**src/rtl/calculator_dec_seq_pkg.sv**
```systemverilog
// Shared encodings, state type and width helpers for the sequential decimal calculator.
package calc_dec_pkg;

    localparam logic [2:0] FUNC_PASS = 3'b000;
    localparam logic [2:0] FUNC_ADD  = 3'b001;
    localparam logic [2:0] FUNC_SUB  = 3'b010;
    localparam logic [2:0] FUNC_MUL  = 3'b011;
    localparam logic [2:0] FUNC_DIV  = 3'b100;
    localparam logic [2:0] FUNC_MOD  = 3'b101;

    typedef enum logic [2:0] {
        ENTER_A,
        ENTER_B,
        EXEC,
        CONV,
        DONE
    } state_e;

    function automatic longint unsigned calc_max(input int unsigned digits);
        longint unsigned lim;
        lim = 1;
        for (int unsigned i = 0; i < digits; i++) lim = lim * 10;
        return lim - 1;
    endfunction

    // Bits needed to hold 10^digits - 1, i.e. ceil(log2(10^digits)).
    function automatic int unsigned calc_w(input int unsigned digits);
        longint unsigned lim;
        int unsigned     w;
        lim = calc_max(digits) + 1;
        w   = 0;
        for (int unsigned i = 0; i < 64; i++) begin
            if ((64'd1 << i) < lim) w = i + 1;
        end
        return w;
    endfunction

    function automatic logic func_ok(input logic [2:0] f);
        return (f >= FUNC_ADD) && (f <= FUNC_MOD);
    endfunction

endpackage

```
**src/rtl/calculator_dec_seq_if.sv**
```systemverilog
// Keypad-side and display-side signal bundle of the sequential decimal calculator.
interface calculator_dec_seq_if #(parameter int unsigned DIGITS = 4);

    logic                  clr;
    logic                  key_valid;
    logic [3:0]            key_digit;
    logic                  func_valid;
    logic [2:0]            func;
    logic                  get_res;
    logic [4*DIGITS-1:0]   res;
    logic                  res_valid;
    logic                  err;
    logic                  busy;

    modport master (
        output clr, key_valid, key_digit, func_valid, func, get_res,
        input  res, res_valid, err, busy
    );

    modport slave (
        input  clr, key_valid, key_digit, func_valid, func, get_res,
        output res, res_valid, err, busy
    );

endinterface

```
**src/rtl/calculator_dec_seq_bcd_conv.sv**
```systemverilog
// Sequential double-dabble binary-to-BCD converter: one bit per cycle, W cycles per conversion.
module bcd_conv_seq #(
    parameter int unsigned DIGITS = 4,
    parameter int unsigned W      = 14
) (
    input  logic                clk,
    input  logic                rst,
    input  logic                start,
    input  logic [W-1:0]        din,
    output logic                done,
    output logic [4*DIGITS-1:0] bcd
);

    localparam int unsigned CW = $clog2(W + 1);

    logic [W-1:0]        bin_q, bin_d;
    logic [4*DIGITS-1:0] bcd_q, bcd_d;
    logic [CW-1:0]       cnt_q, cnt_d;
    logic                active_q, active_d;

    function automatic logic [4*DIGITS+W-1:0] dabble(input logic [4*DIGITS-1:0] b,
                                                     input logic [W-1:0]        x);
        logic [4*DIGITS-1:0] adj;
        adj = b;
        for (int unsigned i = 0; i < DIGITS; i++) begin
            if (adj[4*i +: 4] >= 4'd5) adj[4*i +: 4] = adj[4*i +: 4] + 4'd3;
        end
        return {adj, x} << 1;
    endfunction

    // The load edge already performs the first shift, so the last shift lands W edges after start.
    always_comb begin
        bin_d    = bin_q;
        bcd_d    = bcd_q;
        cnt_d    = cnt_q;
        active_d = active_q;
        if (start) begin
            {bcd_d, bin_d} = dabble('0, din);
            cnt_d          = CW'(W - 1);
            active_d       = 1'b1;
        end else if (active_q && (cnt_q != '0)) begin
            {bcd_d, bin_d} = dabble(bcd_q, bin_q);
            cnt_d          = cnt_q - CW'(1);
        end
    end

    always_ff @(posedge clk or posedge rst) begin
        if (rst) begin
            bin_q    <= '0;
            bcd_q    <= '0;
            cnt_q    <= '0;
            active_q <= 1'b0;
        end else begin
            bin_q    <= bin_d;
            bcd_q    <= bcd_d;
            cnt_q    <= cnt_d;
            active_q <= active_d;
        end
    end

    assign done = active_q && (cnt_q == '0);
    assign bcd  = bcd_q;

endmodule

```
**src/rtl/calculator_dec_seq.sv**
```systemverilog
// Sequential decimal keypad calculator: digit entry, binary arithmetic, BCD result conversion.
// Define CALC_DIV_EN to build the restoring divider behind div/mod.
module calculator_dec_seq
    import calc_dec_pkg::*;
#(
    parameter int unsigned DIGITS = 4
) (
    input  logic                 clk,
    input  logic                 rst,
    calculator_dec_seq_if.slave  bus
);

    localparam int unsigned W    = calc_w(DIGITS);
    localparam int unsigned DW   = 2 * W;
    localparam int unsigned CNTW = $clog2(DIGITS + 1);
    localparam logic [DW-1:0] MAX_VAL = DW'(calc_max(DIGITS));

    state_e              state_q, state_d;
    logic [W-1:0]        a_q, a_d, b_q, b_d, result_q, result_d;
    logic [CNTW-1:0]     dcnt_q, dcnt_d;
    logic [2:0]          op_q, op_d;
    logic [4*DIGITS-1:0] res_q, res_d;
    logic                res_valid_q, res_valid_d, err_q, err_d;

    logic                key_acc, func_acc, conv_start, conv_done;
    logic [4*DIGITS-1:0] conv_bcd;
    logic [DW-1:0]       exec_val;
    logic                exec_err, exec_ready;

`ifdef CALC_DIV_EN
    localparam int unsigned CW = $clog2(W + 1);
    logic [W:0]    rem_q, rem_d, rem_s;
    logic [W-1:0]  quo_q, quo_d;
    logic [CW-1:0] div_cnt_q, div_cnt_d;
`endif

    function automatic logic [W-1:0] push_digit(input logic [W-1:0] v, input logic [3:0] d);
        logic [DW-1:0] t;
        t = DW'(v) * DW'(10) + DW'(d);
        return t[W-1:0];
    endfunction

    assign key_acc  = bus.key_valid && (bus.key_digit <= 4'd9);
    assign func_acc = bus.func_valid && func_ok(bus.func);

    always_comb begin
        exec_val   = '0;
        exec_err   = 1'b0;
        exec_ready = 1'b1;
        case (op_q)
            FUNC_PASS: exec_val = DW'(a_q);
            FUNC_ADD:  exec_val = DW'(a_q) + DW'(b_q);
            FUNC_SUB:  if (b_q > a_q) exec_err = 1'b1;
                       else exec_val = DW'(a_q) - DW'(b_q);
            FUNC_MUL:  exec_val = DW'(a_q) * DW'(b_q);
`ifdef CALC_DIV_EN
            FUNC_DIV, FUNC_MOD: begin
                if (b_q == '0)            exec_err   = 1'b1;
                else if (div_cnt_q != '0) exec_ready = 1'b0;
                else exec_val = (op_q == FUNC_DIV) ? DW'(quo_q) : DW'(rem_q);
            end
`endif
            default:   exec_err = 1'b1;
        endcase
        if (exec_val > MAX_VAL) exec_err = 1'b1;
    end

    always_comb begin
        state_d     = state_q;
        a_d         = a_q;
        b_d         = b_q;
        dcnt_d      = dcnt_q;
        op_d        = op_q;
        result_d    = result_q;
        res_d       = res_q;
        res_valid_d = res_valid_q;
        err_d       = err_q;
        conv_start  = 1'b0;
`ifdef CALC_DIV_EN
        // Divider free-runs while its count is nonzero; a fresh load below overrides the step.
        rem_s     = '0;
        rem_d     = rem_q;
        quo_d     = quo_q;
        div_cnt_d = div_cnt_q;
        if (div_cnt_q != '0) begin
            rem_s = {rem_q[W-1:0], quo_q[W-1]};
            quo_d = {quo_q[W-2:0], 1'b0};
            if (rem_s >= {1'b0, b_q}) begin
                rem_d    = rem_s - {1'b0, b_q};
                quo_d[0] = 1'b1;
            end else begin
                rem_d = rem_s;
            end
            div_cnt_d = div_cnt_q - CW'(1);
        end
`endif
        if (bus.clr) begin
            state_d     = ENTER_A;
            a_d         = '0;
            b_d         = '0;
            dcnt_d      = '0;
            op_d        = FUNC_PASS;
            result_d    = '0;
            res_d       = '0;
            res_valid_d = 1'b0;
            err_d       = 1'b0;
`ifdef CALC_DIV_EN
            rem_d     = '0;
            quo_d     = '0;
            div_cnt_d = '0;
`endif
        end else begin
            case (state_q)
                ENTER_A, ENTER_B: begin
                    if (bus.get_res) begin
                        state_d = EXEC;
                        if (state_q == ENTER_A) op_d = FUNC_PASS;
`ifdef CALC_DIV_EN
                        else if ((op_q == FUNC_DIV) || (op_q == FUNC_MOD)) begin
                            rem_d     = '0;
                            quo_d     = a_q;
                            div_cnt_d = CW'(W);
                        end
`endif
                    end else if (func_acc) begin
                        op_d = bus.func;
                        if (state_q == ENTER_A) begin
                            b_d     = '0;
                            dcnt_d  = '0;
                            state_d = ENTER_B;
                        end
                    end else if (key_acc && (dcnt_q < CNTW'(DIGITS))) begin
                        if (state_q == ENTER_A) a_d = push_digit(a_q, bus.key_digit);
                        else                    b_d = push_digit(b_q, bus.key_digit);
                        dcnt_d = dcnt_q + CNTW'(1);
                    end
                end
                EXEC: begin
                    if (exec_ready) begin
                        if (exec_err) begin
                            state_d     = DONE;
                            res_d       = '0;
                            err_d       = 1'b1;
                            res_valid_d = 1'b1;
                        end else begin
                            result_d   = exec_val[W-1:0];
                            conv_start = 1'b1;
                            state_d    = CONV;
                        end
                    end
                end
                CONV: begin
                    if (conv_done) begin
                        state_d     = DONE;
                        res_d       = conv_bcd;
                        err_d       = 1'b0;
                        res_valid_d = 1'b1;
                    end
                end
                DONE: begin
                    if (bus.get_res) begin
                        state_d = DONE;
                    end else if (func_acc) begin
                        if (!err_q) begin
                            a_d         = result_q;
                            b_d         = '0;
                            dcnt_d      = '0;
                            op_d        = bus.func;
                            result_d    = '0;
                            res_d       = '0;
                            res_valid_d = 1'b0;
                            state_d     = ENTER_B;
                        end
                    end else if (key_acc) begin
                        a_d         = W'(bus.key_digit);
                        b_d         = '0;
                        dcnt_d      = CNTW'(1);
                        op_d        = FUNC_PASS;
                        result_d    = '0;
                        res_d       = '0;
                        res_valid_d = 1'b0;
                        err_d       = 1'b0;
                        state_d     = ENTER_A;
                    end
                end
                default: state_d = ENTER_A;
            endcase
        end
    end

    always_ff @(posedge clk or posedge rst) begin
        if (rst) begin
            state_q     <= ENTER_A;
            a_q         <= '0;
            b_q         <= '0;
            dcnt_q      <= '0;
            op_q        <= FUNC_PASS;
            result_q    <= '0;
            res_q       <= '0;
            res_valid_q <= 1'b0;
            err_q       <= 1'b0;
        end else begin
            state_q     <= state_d;
            a_q         <= a_d;
            b_q         <= b_d;
            dcnt_q      <= dcnt_d;
            op_q        <= op_d;
            result_q    <= result_d;
            res_q       <= res_d;
            res_valid_q <= res_valid_d;
            err_q       <= err_d;
        end
    end

`ifdef CALC_DIV_EN
    always_ff @(posedge clk or posedge rst) begin
        if (rst) begin
            rem_q     <= '0;
            quo_q     <= '0;
            div_cnt_q <= '0;
        end else begin
            rem_q     <= rem_d;
            quo_q     <= quo_d;
            div_cnt_q <= div_cnt_d;
        end
    end
`endif

    bcd_conv_seq #(.DIGITS(DIGITS), .W(W)) u_conv (
        .clk   (clk),
        .rst   (rst),
        .start (conv_start),
        .din   (exec_val[W-1:0]),
        .done  (conv_done),
        .bcd   (conv_bcd)
    );

    assign bus.res       = res_q;
    assign bus.res_valid = res_valid_q;
    assign bus.err       = err_q;
    assign bus.busy      = (state_q == EXEC) || (state_q == CONV);

endmodule

```
**src/flat_wrapper.sv**
```systemverilog
// flat-port wrapper written by rule: the top's interface ports become plain ports
module calculator_dec_seq_flat import calc_dec_pkg::*;
#(
    parameter int unsigned DIGITS = 4
)
  (clk, rst, bus_clr, bus_key_valid, bus_key_digit, bus_func_valid, bus_func, bus_get_res, bus_res, bus_res_valid, bus_err, bus_busy);
  calculator_dec_seq_if #(.DIGITS(DIGITS)) bus_i ();
  input  logic clk;
  input  logic rst;
  input wire logic [$bits(bus_i.clr)-1:0] bus_clr;
  input wire logic [$bits(bus_i.key_valid)-1:0] bus_key_valid;
  input wire logic [$bits(bus_i.key_digit)-1:0] bus_key_digit;
  input wire logic [$bits(bus_i.func_valid)-1:0] bus_func_valid;
  input wire logic [$bits(bus_i.func)-1:0] bus_func;
  input wire logic [$bits(bus_i.get_res)-1:0] bus_get_res;
  output wire logic [$bits(bus_i.res)-1:0] bus_res;
  output wire logic [$bits(bus_i.res_valid)-1:0] bus_res_valid;
  output wire logic [$bits(bus_i.err)-1:0] bus_err;
  output wire logic [$bits(bus_i.busy)-1:0] bus_busy;
  assign bus_i.clr = bus_clr;
  assign bus_i.key_valid = bus_key_valid;
  assign bus_i.key_digit = bus_key_digit;
  assign bus_i.func_valid = bus_func_valid;
  assign bus_i.func = bus_func;
  assign bus_i.get_res = bus_get_res;
  assign bus_res = bus_i.res;
  assign bus_res_valid = bus_i.res_valid;
  assign bus_err = bus_i.err;
  assign bus_busy = bus_i.busy;
  calculator_dec_seq #(.DIGITS(DIGITS)) u_core (.clk(clk), .rst(rst), .bus(bus_i));
endmodule
```
**config.mk**
```make
export PLATFORM = sky130hd
export DESIGN_NAME = calculator_dec_seq_flat
export DESIGN_NICKNAME = d
export VERILOG_FILES = /design/src/rtl/calculator_dec_seq_pkg.sv /design/src/rtl/calculator_dec_seq_if.sv /design/src/rtl/calculator_dec_seq_bcd_conv.sv /design/src/rtl/calculator_dec_seq.sv /design/src/flat_wrapper.sv
export SDC_FILE = /design/constraint.sdc
export NUM_CORES = 1
export LEC_CHECK = 0
export ABC_CLOCK_PERIOD_IN_PS = 13250
export CAP_MARGIN = 10
export CORE_UTILIZATION = 60
export CTS_BUF_LIST = sky130_fd_sc_hd__clkbuf_4
export DETAILED_ROUTE_END_ITERATION = 10
export MAX_ROUTING_LAYER = met4
export PLACE_DENSITY = 0.76
export SLEW_MARGIN = 20
export SYNTH_ARGS = -nofsm -noshare
export SYNTH_HDL_FRONTEND = slang
export SYNTH_SLANG_ARGS = --single-unit
export TNS_END_PERCENT = 30
```
**constraint.sdc**
```tcl
create_clock -name clk -period 13.25 [get_ports clk]
set_input_delay 2.65 -clock clk [delete_from_list [all_inputs] [get_ports clk]]
set_output_delay 2.65 -clock clk [all_outputs]
set_load 0.05 [all_outputs]
```
== Yosys cells after proc, flatten, opt, wreduce, memory -nomap -nowiden ==
Cells that the tools add are included.
Widths: inputs -> output; s select.
Word-level totals
  flip-flop bits (word level): 104
  logic and storage cells: 179
  bits of input ports: 13
  output and inout port bits: 19
Cells by class
  add/sub/neg operators: 10
  $mul: 3
  multiplexer cells: 91
  reduce and logical (&&, ||, !) cells: 25
  order comparisons: 10
  equal/unequal tests: 27
Operator list (number)
  $mux 14: 23
  $mux 16: 9
  $pmux 28 s4: 1
  $pmux 14 s2: 3
  $mux 3: 26
  $pmux 16 s3: 1
  $add 14x4->14: 2
  $gt 28x14->1 const B: 1
  $mul 14x14->28: 1
  $mul 14x3->13 const B: 2
  $mux 28: 1
  $mux 4: 5
  $reduce_and 6->1: 3
  $ge 4x3->1 const B: 4
  $mux 1: 16
  $ne 4x3->1 const B: 4
  $reduce_and 8->1: 2
  $add 14x14->15: 1
  $ne 3x2->1 const B: 5
  $ne 3x3->1 const B: 5
  $sub 14x14->15: 1
  $gt 14x14->1: 1
  $add 4x2->4 const B: 3
  $eq 3x2->1 const B: 4
  other kinds (28): 42

== Logic depth before layout (Yosys ltp) ==
Gate-level depths: netlist (run 1).
  depth in word-level cells: 9
  mapped depth: 28

== By module ==
A second synthesis (run 1) with hierarchy kept.
Second synthesis, totals
  cells, all modules: 1778
  area, all modules: 15103.2 um2
Modules (own cells, without submodules)
  calculator_dec_seq: instances 1, cells an instance 1551, area an instance 13057.5 um2, sequential area each 1726.7 um2
  bcd_conv_seq: instances 1, cells an instance 227, area an instance 2045.7 um2, sequential area each 850.8 um2

== Worst setup path after synthesis (run 1) ==
No wires, ideal clock.
  path kind: register -> register
  start: register u_core.a_q[1]
  end: register u_core.u_conv.bin_q[1]
  clock period less this slack: 6.639 ns
  library setup time: 0.123 ns
  path slack: 6.611 ns
  required time: 13.127 ns
  stages on the path, launching flop included: 26
  data arrival time: 6.517 ns
  path through: dfrtp_1 -> clkbuf_1 -> nand2_1 -> fa_1 -> fa_1 -> inv_1 -> fa_1 -> fa_1 -> fa_1 -> inv_1 -> fa_1 -> inv_1 -> ha_1 -> and3_1 -> and2_1 -> o211ai_1 -> nand2_1 -> o41ai_1 -> o21ai_0 -> nor4_1 -> a21oi_1 -> a211o_1 -> buf_6 -> buf_2 -> nand3_1 -> o21ai_1
On the way
  word-level cells in the longest chain between the ends: 9
RTL lines
  start, declared: line calculator_dec_seq.sv:19  | logic [W-1:0] a_q, a_d, b_q, b_d, result_q, result_d;
  start signal, assigned: line calculator_dec_seq.sv:194  | a_q <= '0;
  start signal, assigned: line calculator_dec_seq.sv:204  | a_q <= a_d;
  branches (longest 9 deep; another with $mul 14x14->28)
  end signal, assigned: line calculator_dec_seq_bcd_conv.sv:54  | bin_q <= bin_d;
  end, declared: line calculator_dec_seq_bcd_conv.sv:16  | logic [W-1:0] bin_q, bin_d;
Parallel ways; which one is timed is not known.
A chain may end at the register's enable or synchronous reset.

== Worst setup path after layout (run 1) ==
  start: register u_core.b_q[5]
  end: register u_core.res_q[11] (netlist: u_core.bus.res[11])
On the way
  word-level cells in the longest chain between the ends: 7
RTL lines
  start, declared: line calculator_dec_seq.sv:19
  start signal, assigned: line calculator_dec_seq.sv:195  | b_q <= '0;
  start signal, assigned: line calculator_dec_seq.sv:205  | b_q <= b_d;
  branches (longest 4 deep; another with $mul 14x14->28)
  $mux 1 (*): line calculator_dec_seq.sv:65  | if (exec_val > MAX_VAL) exec_err = 1'b1;
  $ne 3x2->1 (no line) (*)
  $reduce_and 6->1 (no line) (*)
  end signal, assigned: line calculator_dec_seq.sv:209  | res_q <= res_d;
  end, declared: line calculator_dec_seq.sv:22  | logic [4*DIGITS-1:0] res_q, res_d;
Mark *: on every way between the ends.

==> results of run 1 <==
-- area by class of cell --
type                       instances  area (sq um)  area share (%)
antenna                            1          2.50          0.0163
tap                              324           405            2.64
multi-input combinational       1340         11000            71.6
sequential                       103          2580            16.8
clock buffer                      10          75.1           0.489
clock inverter                     5          56.3           0.367
timing repair buffer              40           378            2.46
inverter                         228           858            5.59
-- synth_stat cells, drive strengths merged, types with 23 or more instances --
cell      n  area, sq um
a21oi   101          517
and2     85          532
clkbuf   64          240
dfrtp   103         2580
fa      147         2940
ha      174         2180
inv     228          856
nand2   256          977
nor2     90          338
o21ai    91          467
xnor2    56          490
xor2     23          201
-- power groups by stage --
stage	clock (mW)	sequential (mW)	combinational, mW
after global routing	0.186	0.695	2.09
after floorplan	0	0.513	1.53
final	0.172	0.683	1.88
after CTS	0.176	0.672	1.85
after detailed placement	0	0.678	1.84
after global placement	0	0.674	1.81
-- per-stage QoR --
step | power [mW] | hold WS [ps]
floorplan | 2.05 | 454
global placement | 2.48 | 469
detailed placement | 2.52 | 475
CTS | 2.70 | 518
global route | 2.97 | 534
finish | 2.73 | 517
-- critical path, cell delays in order, from the launching register on --
cell and delay [ps]:
dfrtp_1 890, ha_1 400, inv_1 160, fa_1 470
fa_1 510, inv_1 50, ha_1 310, fa_1 510
fa_1 540, inv_1 50, fa_1 520, inv_1 40
ha_1 350, a21oi_1 300, o21ai_1 180, a21oi_1 390
a31o_2 250, o21ai_0 110, xnor2_1 180, nor4_1 100
a21oi_1 350, a211o_2 160, buf_4 510, nand2_8 180
a22o_1 280
-- final timing paths --
kind                                startpoint              endpoint  slack [ps]  depth (start not counted)
min in group asynchronous                  rst     u_core.state_q[1]        2520                          2
hold reg to reg            u_core.result_q[13]   u_core.result_q[13]         520                          1
setup reg to reg                 u_core.b_q[5]    u_core.bus.res[11]        5320                         24
setup / recovery                 u_core.b_q[5]    u_core.bus.res[11]        5320                         24
max in group asynchronous                  rst  u_core.u_conv.bcd[5]        9520                          3
hold / removal             u_core.result_q[13]   u_core.result_q[13]         520                          1
-- cells by family after synthesis --
family                   count (synthesis)
AO/OA/AOI/OAI                          385
XOR/XNOR                                81
adder cells (fa/ha/maj)                321
buffers and inverters                  308
flip-flops                             103
multiplexers                             3
AND/OR/NAND/NOR                        550
-- metal layers --
layer / up-vias / global-route usage [%] / share of wire [%]
met5: - / - / 0
met3: 60 / 5.03 / 7.6
li1: 5762 / - / -
met2: 525 / 50.9 / 46
met4: 0 / 6.82 / 1.8
met1: 6091 / 46.0 / 45
-- registers in the layout (all words and copies together), names as in the netlist --
| register | flops |
|---|---|
| u_core.state_q | 3 |
| u_core.bus.res_valid | 1 |
| u_core.op_q | 3 |
| u_core.result_q | 14 |
| u_core.bus.err | 1 |
| u_core.u_conv.active_q | 1 |
| u_core.u_conv.cnt_q | 4 |
| u_core.a_q | 14 |
| u_core.b_q | 14 |
| u_core.u_conv.bin_q | 13 |
| u_core.u_conv.bcd | 16 |
| u_core.dcnt_q | 3 |
| u_core.bus.res | 16 |
==> results.md, run 1 <==
- Finished Layout Cells: 2051
- EDFF count, synth: 0
- Leading cell type in the layout, fill and taps excluded: nand2_1
- Transition time of the tightest slew-check pin: 1040 ps
- Fin worst setup slack: 5320 ps
- Yosys reg bits: 103
- Setup TNS: 0 ps
- CP max FO: 64
- WL final: 39.1 mm
- Mux cell area share after synthesis: 0.211%
- Grt ovf: 0
- Post-Synth Simple-Gate Area: 17.3%
- Root Driver: clkbuf_4
- Slew HR: 30.4%
- PD cells: 178 mW/mm^2
- Sw power: 1.53 mW
- Vias in the first global route: 12329
- Avg Synthesized Cell Area: 8.46 sq um
- Die Span X: 159 um
- Syn Nets: 2085
- Post-DP Area: 0.0152 sq mm
- Starting Density: 61.1%
- Die height: 159 um
- Placed cell count: 2035
- Hpwl dp: 30.3 mm
- Syn-to-layout area delta: 3.69%
- Largest net degree at the start of global routing: 66
- Period Utilization, post-route: 59.9%
- Synth Area in Adders: 34.6%
- Setup violations, final: 0
- Post-layout util: 63.3%
- Tot GR Track Use: 32.9%
- Total die area: 0.0253 sq mm
- Leakage dissipation: 7.54 nW
- Synth Flop Type: dfrtp_1
- Slew Viols, Final: 0
- # rows: 57
- Sw Share: 56.1%
- Layout cells sized above 1: 2.61%
- H-tree Lvls: 3
- Final Hold Vio Count: 0
- Post-CTS Setup Bufs: 0
- Post-synthesis sequential area ratio: 17.4%
- Clk buf depth: 2
- Fin crit period: 7930 ps
- Worst EP arrival: 8320 ps
- Iteration-0 DRC Markers: 1195
- Sequential power share: 25.0%
- Fillers: 2117
- Layout net count: 2056
- TritonCTS clock tree: built
- Pint: 1.20 mW
- Xor and xnor fraction of the mapped netlist area: 4.98%
- Finished Cell Area: 0.0154 sq mm
- Core area: 0.0242 sq mm
- RSZ-0062 raised after global routing: false
- Antenna-violating nets left: 0
- Maximum clock rate: 0.126 GHz
- Hold Path Class: reg -> reg
- Yosys warning total: 0
- Top Ports: 32
- Compound-Gate Fraction of Synth Area: 17.2%
- # resized after CTS: 0
- First-pass GRT wire length: 64.3 mm
- Clk_lat worst skew: 500 ps
- TritonCTS buffer count: 9
- Commonest non-fill, non-tap cells in the layout: nand2_1 (255), inv_1 (226), ha_1 (174)
- Largest family of logic cells by synthesized area: adder cells
- Critical path class: reg -> reg
- Worst setup SP type: register
- Crit. End Element: register
- Hold_buf cts: 0
- Synthesized area: 0.0148 sq mm
- Worst-path clk slew: 160 ps
- Drc violations: 0
- Clock network power share: 6.3%
- Clock Sinks: 103
- Avg Vias per Cell: 6.06
- Outcome: finished clean
- Max_cap viols: 0
- Pre-CTS setup slack: 5400 ps
- Vias: 12438
- Yosys cell types: 71
- DRT Pass-1 Iters: 5
- Peak supply drop: 0.159 mV
- Antenna violations before repair: 1
- Per-cell routed wire length: 19.1 um
- Max Clock Skew: 36.1 ps
- Syn Inst Count: 1751
- RePlAce Congestion: 0.947
- WP data required: 13630 ps
- Async SR Flop Fraction: 100%
- Port-buffer cells: 31
- Power share of the combinational group: 68.7%
Power figures use the tool's default switching activity.
==> run 2: changes to the inputs <==
- ABC_CLOCK_PERIOD_IN_PS: 13250 -> 7300
- PLACE_DENSITY: 0.76 -> 0.79
- clock period: 13.25 -> 7.3 ns (I/O delays scaled with it)
==> run 2 against run 1 <==
Effect of this change: register-to-register slack worse by 5000 ps; first-iteration DRC count is 1.2% lower; sequential power is 52% higher; combinational power is 110% higher; total power is 92% higher; setup slack worse by 5000 ps; final area is 3.1% higher; maximum frequency is 13% higher; critical path type unchanged; largest cell class unchanged.
==> results.md, run 2 (synthesized netlist as in run 1, its figures left out) <==
- Outcome: finished clean
- Post-DP Area: 0.0156 sq mm (+2.6%)
- Fin worst setup slack: 282 ps (-5030 ps)
- Slew HR: 30.2% (-0.17 points)
- Fin crit period: 7020 ps (-917 ps)
- Worst EP arrival: 7450 ps (-870 ps)
- H-tree Lvls: 3 (unchanged)
- Commonest non-fill, non-tap cells in the layout: nand2_1 (255), inv_1 (226), ha_1 (173)
- Tot GR Track Use: 32.9% (-0.033 points)
- Power after layout: 5.24 mW (+92%)
- Root Driver: clkbuf_4
- Reg-to-Reg End: u_core.state_q[2]
- Antenna violations before repair: 1 (unchanged)
- Layout net count: 2108 (+2.5%)
- Max Clock Skew: 28.6 ps (-7.51 ps)
- Slew Viols, Final: 0 (unchanged)
- Worst-path clk slew: 170 ps (about the same)
- PD cells: 331 mW/mm^2 (+86%)
- CP Capture Point: u_core.state_q[2]
- Clock Sinks: 103 (unchanged)
- Leading cell type in the layout, fill and taps excluded: nand2_1
- Reg2Reg Launch Point: u_core.b_q[4]
- RSZ-0062 raised after global routing: false
- Pre-CTS setup slack: 15.3 ps (-5380 ps)
- Leakage dissipation: 7.80 nW (+3.5%)
- Syn-to-layout area delta: 6.90%
- Grt ovf: 0 (unchanged)
- TritonCTS buffer count: 9 (unchanged)
- Finished Cell Area: 0.0158 sq mm (+3.1%)
- Transition time of the tightest slew-check pin: 1040 ps (+7.40 ps)
- CP max FO: 18 (-72%)
- Starting Density: 61.1% (unchanged)
- Worst setup SP type: register
- Top Ports: 32 (unchanged)
- WL final: 39.1 mm (-0.13%)
- DRT Pass-1 Iters: 6 (+1)
- Antenna-violating nets left: 0 (unchanged)
- R2R Setup Slk: 280 ps (-5030 ps)
- Critical path class: reg -> reg
- Vias in the first global route: 12447 (+0.96%)
- Period Utilization, post-route: 96.1% (+36 points)
- Per-cell routed wire length: 18.6 um (-2.7%)
- Final Hold Vio Count: 0 (unchanged)
- Port-buffer cells: 31 (unchanged)
- Hold Path Class: reg -> reg
- RePlAce Congestion: 0.995 (+5.0%)
- Clk_lat worst skew: 520 ps (+20 ps)
- Hold_buf cts: 0 (unchanged)
- Peak supply drop: 0.247 mV (+56%)
- Core area: 0.0242 sq mm (unchanged)
- Iteration-0 DRC Markers: 1181 (-1.2%)
- Crit path launch: u_core.b_q[4]
- Drc violations: 0 (unchanged)
- TritonCTS clock tree: built
- Vias: 12600 (+1.3%)
- Maximum clock rate: 0.142 GHz (+13%)
- Total die area: 0.0253 sq mm (unchanged)
- Hpwl dp: 31.9 mm (+5.4%)
- Max_cap viols: 0 (unchanged)
- First-pass GRT wire length: 64.4 mm (about the same)
- Setup TNS: 0 ps (unchanged)
- # rows: 57 (unchanged)
- Die height: 159 um (unchanged)
- Die Span X: 159 um (unchanged)
- Post-layout util: 65.3% (+2.0 points)
- R2r worst-path depth: 23 (-4.2%)
- Largest net degree at the start of global routing: 61 (-7.6%)
- Crit. End Element: register
- Clk buf depth: 2 (unchanged)
- Avg Vias per Cell: 5.99 (-1.3%)
- Layout cells sized above 1: 6.69% (+4.1 points)
- Setup violations, final: 0 (unchanged)
- WP data required: 7730 ps (-5900 ps)
[run 2: changes by cell type in the layout (fill, tap and decap cells not counted), moves of 3 or more]
cell      previous run  this run
a21oi_2              3         6
dfrtp_2              0        12
clkinv_4             0         3
dfrtp_1            103        91
a21oi_1             98        95
buf_4                9        61
[run 2: critical path, stage by stage (launching register included)]
cell,delay (ps)
dfrtp_2,520
and2_1,190
fa_1,530
inv_1,50
fa_1,530
inv_1,60
fa_1,520
fa_1,440
fa_1,550
inv_1,50
fa_1,530
inv_1,40
ha_1,340
a21oi_1,300
o21ai_1,150
a21oi_1,270
a21oi_1,150
o21ai_0,220
xnor2_1,140
nor4_1,340
a21oi_2,170
a211o_4,430
buf_4,230
a21o_1,160
[run 2: per-layer routing]
layer  vias up  global-route usage (%)  part of all wire, %
li1       5865                       -                    -
met1      6134                    46.1                   44
met2       513                    48.5                   44
met3        88                    5.29                  8.3
met4         0                    11.0                  3.4
met5         -                       -                    0
[run 2: worst min path at each step]
stage	startpoint	to	slack, ps	cells past startpoint
floorplan	u_core.dcnt_q[1]	u_core.dcnt_q[1]	450	2
global placement	u_core.dcnt_q[1]	u_core.dcnt_q[1]	470	2
detailed placement	u_core.result_q[11]	u_core.result_q[11]	480	1
CTS	u_core.result_q[11]	u_core.result_q[11]	520	1
global route	u_core.bus.res[15]	u_core.bus.res[15]	530	1
finish	u_core.bus.res[6]	u_core.bus.res[6]	520	1
[run 2: power by group]
part | total [mW] | leakage (nW) | internal [mW] | switching, mW
clock network | 0.327 | 0.0831 | 0.114 | 0.213
registers | 1.04 | 1.36 | 0.744 | 0.293
logic | 3.87 | 6.36 | 1.49 | 2.39
total | 5.24 | 7.80 | 2.34 | 2.89
[run 2: repair_timing]
action | 4_1_cts | 5_1_grt
endpoints found under the setup margin | 1 | 65
resized for setup | 1 | 20
setup buffers | 0 | 0
endpoints found under the hold margin | 0 | 0
[run 2: stage by stage]
| stage | std cells | hold WS [ps] |
|---|---|---|
| 6_report | 2105 | 525 |
| 3_5_place_dp | 2087 | 483 |
| 5_1_grt | 2105 | 534 |
| 2_1_floorplan | 1751 | 454 |
| 4_1_cts | 2103 | 522 |
| 3_3_place_gp | 2087 | 469 |
[run 2: area by class of cell]
class                   count  area (sq um)
multi-input cells        1340         11000
fillers                  2031          8420
flip-flops and latches    103          2590
inverters                 228           858
repair buffers             92           768
well taps                 324           405
clock inverters             6          76.3
clock buffers              10          75.1
diodes                      2          5.00
